**src/rtl/full_hash_pkg.sv**
```systemverilog
// Shared constants and pure functions for the full_hash byte-serial digest engine.
// FINAL-state support is selected in the top level by the LENGTH_FINAL_EN macro.
package full_hash_pkg;

    typedef logic [1:0] state_t;

    localparam state_t ST_IDLE   = 2'd0;
    localparam state_t ST_ABSORB = 2'd1;
    localparam state_t ST_FINAL  = 2'd2;
    localparam state_t ST_DONE   = 2'd3;

    localparam logic [31:0] DEFAULT_IV = 32'h34550F14;
    localparam logic [31:0] K_ALL      = 32'h3AC5719E;

    function automatic logic [3:0] sbox4(input logic [3:0] x);
        logic [3:0] y;
        case (x)
            4'h0: y = 4'hC;
            4'h1: y = 4'h5;
            4'h2: y = 4'h6;
            4'h3: y = 4'hB;
            4'h4: y = 4'h9;
            4'h5: y = 4'h0;
            4'h6: y = 4'hA;
            4'h7: y = 4'hD;
            4'h8: y = 4'h3;
            4'h9: y = 4'hE;
            4'hA: y = 4'hF;
            4'hB: y = 4'h8;
            4'hC: y = 4'h4;
            4'hD: y = 4'h7;
            4'hE: y = 4'h1;
            default: y = 4'h2;
        endcase
        return y;
    endfunction

    function automatic logic [7:0] sbox8(input logic [7:0] x);
        return {sbox4(x[7:4]), sbox4(x[3:0])};
    endfunction

    // Rotation amounts used here are 1..4, so a 3-bit count suffices.
    function automatic logic [7:0] rotl8(input logic [7:0] x, input logic [2:0] n);
        logic [15:0] w;
        w = {x, x} << n;
        return w[15:8];
    endfunction

    function automatic logic [7:0] k_byte(input int i);
        return K_ALL[31-8*i -: 8];
    endfunction

    function automatic logic [31:0] round(input logic [31:0] h, input logic [7:0] b);
        logic [31:0] r;
        logic [7:0]  t;
        t = sbox8(b);
        r = '0;
        for (int i = 0; i < 4; i++) begin
            r[31-8*i -: 8] = rotl8(h[31-8*((i+1)%4) -: 8] ^ t ^ k_byte(i), 3'(i+1));
        end
        return r;
    endfunction

    function automatic logic [7:0] fold(input logic [63:0] len);
        logic [7:0] f;
        f = '0;
        for (int i = 0; i < 8; i++) begin
            f = f ^ len[8*i +: 8];
        end
        return f;
    endfunction

endpackage

```
**src/rtl/full_hash_round.sv**
```systemverilog
// One combinational absorb round: S-box the input byte, then mix it into each
// rotated-neighbour lane with its round constant.
module full_hash_round
    import full_hash_pkg::*;
(
    input  logic [31:0] state_in,
    input  logic [7:0]  byte_in,
    output logic [31:0] state_out
);

    logic [7:0] t;

    assign t = sbox8(byte_in);

    generate
        for (genvar gi = 0; gi < 4; gi++) begin : g_lane
            assign state_out[31-8*gi -: 8] =
                rotl8(state_in[31-8*((gi+1)%4) -: 8] ^ t ^ k_byte(gi), 3'(gi+1));
        end
    endgenerate

endmodule

```
**src/rtl/full_hash.sv**
```systemverilog
// Byte-serial 32-bit hash: FSM, length counter and lane registers.
// Define LENGTH_FINAL_EN to add the length-fold FINAL round before DONE.
module full_hash
    import full_hash_pkg::*;
#(
    parameter int          LEN_W = 64,
    parameter logic [31:0] IV    = DEFAULT_IV
) (
    input  logic             clk,
    input  logic             rst_n,
    input  logic             M_valid,
    input  logic [LEN_W-1:0] C_in,
    input  logic [7:0]       M,
    output logic             hash_ready,
    output logic [31:0]      digest
);

`ifdef LENGTH_FINAL_EN
    localparam state_t ST_AFTER_LAST = ST_FINAL;
`else
    localparam state_t ST_AFTER_LAST = ST_DONE;
`endif

    state_t           state_q, state_d;
    logic [31:0]      h_q, h_d;
    logic [LEN_W-1:0] count_q, count_d;
    logic [LEN_W-1:0] len_q, len_d;

    logic [31:0] round_in;
    logic [7:0]  round_byte;
    logic [31:0] round_out;

    full_hash_round u_round (
        .state_in  (round_in),
        .byte_in   (round_byte),
        .state_out (round_out)
    );

    always_comb begin
        state_d    = state_q;
        h_d        = h_q;
        count_d    = count_q;
        len_d      = len_q;
        round_in   = h_q;
        round_byte = M;

        case (state_q)
            ST_IDLE: begin
                // The first byte is absorbed straight into IV, not the stale lanes.
                round_in = IV;
                if (M_valid) begin
                    len_d = C_in;
                    if (C_in == '0) begin
                        h_d     = IV;
                        state_d = ST_AFTER_LAST;
                    end else begin
                        h_d     = round_out;
                        count_d = LEN_W'(1);
                        state_d = (C_in == LEN_W'(1)) ? ST_AFTER_LAST : ST_ABSORB;
                    end
                end
            end
            ST_ABSORB: begin
                if (M_valid) begin
                    h_d     = round_out;
                    count_d = count_q + LEN_W'(1);
                    if (count_d == len_q) begin
                        state_d = ST_AFTER_LAST;
                    end
                end
            end
`ifdef LENGTH_FINAL_EN
            ST_FINAL: begin
                round_byte = fold(64'(len_q));
                h_d        = round_out;
                state_d    = ST_DONE;
            end
`endif
            ST_DONE: begin
                if (!M_valid) begin
                    state_d = ST_IDLE;
                end
            end
            default: state_d = ST_IDLE;
        endcase
    end

    always_ff @(posedge clk) begin
        if (rst_n) begin
            state_q <= ST_IDLE;
            h_q     <= IV;
            count_q <= '0;
            len_q   <= '0;
        end else begin
            state_q <= state_d;
            h_q     <= h_d;
            count_q <= count_d;
            len_q   <= len_d;
        end
    end

    assign hash_ready = (state_q == ST_DONE);
    assign digest     = (state_q == ST_DONE) ? h_q : 32'h0;

endmodule

```
**config.mk**
```make
export PLATFORM = sky130hd
export DESIGN_NAME = full_hash
export DESIGN_NICKNAME = d
export VERILOG_FILES = /design/src/rtl/full_hash_pkg.sv /design/src/rtl/full_hash_round.sv /design/src/rtl/full_hash.sv
export SDC_FILE = /design/constraint.sdc
export NUM_CORES = 1
export LEC_CHECK = 0
export CAP_MARGIN = 20
export CORE_MARGIN = 2
export CORE_UTILIZATION = 55
export CTS_BUF_LIST = sky130_fd_sc_hd__clkbuf_2
export DETAILED_ROUTE_END_ITERATION = 8
export PLACE_DENSITY = 0.83
export REMOVE_ABC_BUFFERS = 1
export SLEW_MARGIN = 0
export SYNTH_ARGS = -nofsm -noshare
export SYNTH_HDL_FRONTEND = slang
export SYNTH_SLANG_ARGS = --single-unit
```
**constraint.sdc**
```tcl
create_clock -name clk -period 9.6 [get_ports clk]
set_input_delay 0.96 -clock clk [delete_from_list [all_inputs] [get_ports clk]]
set_output_delay 0.96 -clock clk [all_outputs]
set_load 0.05 [all_outputs]
```
# Word-level counts from Yosys, hierarchy flattened
# Memories as Yosys holds them, arrays and structs flattened.
# Cells that the tools add are included.
# op_classes
n_addsub	1
eq_ne	9
mux	17
bitwise_logic	8
n_reduce_logical	7
# op_table
operator	count
two-way mux 64 bit	3
two-way mux 32 bit	5
one-hot mux 64 bit (2 select lines)	1
adder 64 x 1 -> 64 bit (second input constant)	1
== test 64 x 1 -> 1 bit (second input constant)	1
== test 64 bit	1
zero test 64 bit	1
one-hot mux 32 bit (2 select lines)	1
bitwise XOR 8 bit	4
two-way mux 2 bit	6
inverter 4 bit	3
!= test 2 bit (second input constant)	5
AND reduction 4 bit	2
one-hot mux 2 bit (3 select lines)	1
inverter 5 bit	1
AND reduction 3 bit	1
== test 2 x 1 -> 1 bit (second input constant)	1
== test 2 bit (second input constant)	1
zero test 2 bit	1
AND reduction 2 bit	1
nonzero test 2 bit	1
# word_totals
regBits	162
mem_bits_ro	128
input_bits	75
out_inout_bits	33
n_memories	2
# memory_table
memory	depth	width	rd	rd_ports_with_merged_regs	write_ports	line	rtl
(name not given)	16	4	1	0	0	full_hash_pkg.sv:17	case (x)
(name not given)	16	4	1	0	0	full_hash_pkg.sv:17	

# Logic depth before layout (Yosys ltp)
# depth
ltp_word	7
ltp_mapped	12
ltp_nobuf	10

# Modules after synthesis
# A second synthesis with hierarchy kept.
# hier_totals
hier_cells	1398
area_unflattened_um2	10452.5
# modules_own_cells
module	n_inst	cells_per_inst	area_each_um2	seq_area_each_um2
full_hash	1	1321	9708.1	3243.1
full_hash_round	1	77	744.5	0.0

# Least setup slack after synthesis
# No wires, ideal clock.
# synth_path
kind	register to register
from	register count_q[13]
to	register state_q[1]
setup_ns	0.084
t_arrival_ns	3.153
path_slack_ns	6.363
path_stages_with_launch	12
n_path_buf	2
synth_period_minus_slack_ns	3.237
cell_sequence	dfxtp_1 > buf_2 > nand3_1 > or2_1 > or4_4 > buf_6 > nor3_4 > nand3_1 > xnor2_1 > or4_1 > or4_1 > o31ai_2
# synth_via
elab_chain_cells	4
# synth_rtl
element	line	rtl
from (decl)	full_hash.sv:26	logic [LEN_W-1:0] count_q, count_d;
from (signal assigned)	full_hash.sv:97	count_q <= count_d;
adder 64 x 1 -> 64 bit	full_hash.sv:66	count_d = count_q + LEN_W'(1);
== test 64 bit	full_hash.sv:67	if (count_d == len_q) begin
!= test 2 bit (no line)	n/a	
AND reduction 4 bit (no line)	n/a	
to (signal assigned)	full_hash.sv:95	state_q <= state_d;
to (decl)	full_hash.sv:24	state_t state_q, state_d;
# No other way between the ends.
# A chain may end at the register's enable or synchronous reset.

# Final worst setup path
# layout_path
from	register count_q[0]
to	register state_q[1]
# Same word-level chain as after synthesis.

==> results.cfg <==
[sta]
setup_viol = 0
fin_setup_tns_ns = 0
drv_slew = 0
fin_crit_sh_pct = 43.4
fin_crit_ns = 4.16
finalHoldViolCount = 0
worst_slew_pin_slew_ns = 0.999
maxSlewHeadroom_pct = 33.4
fmax_mhz = 240
setup_slack_ns = 5.44
clock_skew_ns = 0.0395
rsz0062_at_grt = false

[drt]
first_iter_violations = 918
drc = 0
avgRoutedWirePerCell_um = 16.6
drt-vias-per-instance = 6.03
drtAntennaViolNets = 0
first_pass_iters = 5
wirelength_um = 26100
via_count = 9509

[floorplanning]
dieArea_um2 = 18600
die_h_um = 136
coreArea_um2 = 17200
rows = 48
dieWidth_um = 136
io_pins = 108
initial_utilization_pct = 56.0

[clocking]
h-tree-depth = 4
cts_tree = yes
insertion_delay_ns = 0.77
path_clk_slew_ns = 0.22
clk_path_buf_depth = 2
cts_buffers = 17
cts_setup_buffers = 0
cts_hold_buf = 0
cts_num_sinks = 162
root_buffer = clkbuf_2
cts_resized = 0

[hold_path]
hold_class = flip-flop to flip-flop
holdPathEnd = len_q[46]
min-delay-start = len_q[46]
hold-path-cell-count = 2

[layout]
nets = 1422
antenna_cells = 0
syn_to_final_growth_pct = 14.2
drive_above_1_share_pct = 4.96
utilization_pct = 64.0

[synth]
yosys_warnings = 0
synth_commonest_cells = 219 x nand2_1, 162 x dfxtp_1, 143 x a21oi_1
syn_area_um2 = 9620
synth_xor_area_share_pct = 12.4
synth.area.top_cells = dfxtp_1 34%, xnor2_1 8.6%, nand2_1 8.5%, a21oi_1 7.4%, nor2_1 4.8%
synth_compound_area_share_pct = 17.1
synthMostInstantiatedCell = nand2_1
synth_edf_count = 0
ys_types = 64
synth_top_family_by_area = simple AND/OR/NAND/NOR gates
synthFlopType = dfxtp_1
synthAdderAreaFrac_pct = 1.17
netlist_instances = 1300
yosysTopAreaCell = dfxtp_1
async_flop_share_pct = 0
ys_ff_latch = 162
synthDominantCellAreaShare_pct = 33.7
syn_avg_cell_area_um2 = 7.40
yosys.area_share.simple_pct = 30.3
ys_seq_area_share_pct = 33.7
synth_mux_area_share_pct = 0.793

[critical_path]
critical_path_class = flip-flop to flip-flop
reg2reg_from = count_q[0]
r2r_end = state_q[1]
rrSetupSlack_ns = 5.44
cp.arrival_ns = 4.86
end_kind = flip-flop
cp_cell_sequence = ha_1, nand3_1, nor3_1, and3_1, a21oi_1, a41oi_1, nand4_1, or4_1, or4_1, o31ai_2
reg2regPathDepth = 10
critPathSlowestCell = and3_1
cp_common_cell = or4_1
critPathLaunchType = flip-flop
path_max_fanout = 17
critPathMaxStageDelay_ns = 0.73
required_ns = 10.30

[grt]
grt_usage_pct = 28.1
grt_max_degree = 84
grt_overflow_total = 0
antenna_found_initial = 0
grt_pass1_wl_um = 41600
grt_pass1_vias = 8299

[placed_design]
finalWeightedCongestion = 0.919
dp_hpwl_um = 18200
dp_slack_ns = 5.35
port_buffers = 107

[status]
status = finished clean

[power_and_ir_drop]
p_total_w = 0.00138
p_leak_nw = 3.93
ir_drop_mv = 0.0653
power_density_nw_per_um2 = 126

[flow_run]
cap_violations = 0
worst max-delay path: cells and delay by family, from the launching register on:
family / cells / cell delay, ns
compound gates: 3 / 0.50
fa+ha+maj: 1 / 0.38
flops: 1 / 0.51
simple gates: 6 / 2.70
metal layers:
metal	up-vias	track usage, %	part of all wire, %
met1	4411	38.2	44
met5	-	0	0
met4	0	8.45	2.3
li1	4635	-	-
met2	412	44.9	45
met3	51	5.78	8.0
sequential cells by signal, indices dropped and copies added (netlist names):
register / flops
count_q: 64
len_q: 64
h_q: 32
state_q: 2
cells in the final DEF, fill, tap and decap left out, drive strengths merged, types with 3 or more instances in the layout:
cell,synthesis,final
and4,7,7
o22ai,15,15
and2,8,8
clkdlybuf4s50,0,106
a31oi,12,12
buf,20,12
or2,4,4
nand4,36,36
nor2,123,123
nand3b,5,5
nand4b,3,3
o21ai,54,54
clkbuf,79,18
and3,43,43
nand2b,18,18
xnor2,94,94
nor3,40,40
o21a,4,4
inv,10,12
bufinv,0,4
clkinvlp,0,3
nor4,35,35
nand2,220,220
or4,6,6
a311oi,13,13
nand3,30,30
a21oi,143,143
clkinv,0,5
nor2b,3,3
o31ai,3,3
or3,11,11
xor2,42,42
ha,9,9
a22oi,21,21
a211oi,4,4
dfxtp,162,162
cell type report:
| type | instances | area (µm²) |
|---|---|---|
| fillers | 1528 | 6180 |
| multi-input cells | 1029 | 5970 |
| flip-flops and latches | 162 | 3240 |
| repair buffers | 118 | 1190 |
| well taps | 225 | 282 |
| clock inverters | 14 | 186 |
| clock buffers | 18 | 90.1 |
| inverters | 10 | 37.5 |
how the worst max path moves through the flow:
stage	endpoint	from	cells past startpoint	slack, ns
after global routing	state_q[1]	count_q[0]	10	5.24
after detailed placement	count_q[41]	C_in[33]	9	5.35
final	state_q[1]	count_q[0]	10	5.44
after global placement	count_q[41]	C_in[33]	9	5.40
after floorplan	len_q[0]	M_valid	4	5.94
after CTS	state_q[1]	count_q[0]	10	5.52
kinds of logic after synthesis:
family / after synthesis
flops: 162
xor+xnor: 136
simple gates: 595
fa+ha+maj: 9
buf+inv: 109
mux: 5
compound gates: 284
report_power, final:
group          internal [W]  leakage (nW)  total (W)  switching [W]
Sequential         0.000704          1.32   0.000730      0.0000256
Combinational      0.000101          2.45   0.000231       0.000130
Clock              0.000171         0.156   0.000421       0.000249
Total              0.000976          3.93    0.00138       0.000405
per-stage QoR:
stage          cells  hold slack (ns)  area (µm²)
4_1_cts         1574            0.488       10900
2_1_floorplan   1201            0.442        9220
3_5_place_dp    1542            0.463       10700
5_1_grt         1576            0.502       11000
6_report        1576            0.485       11000
3_3_place_gp    1542            0.457       10700
(Power assumes the default switching activity.)
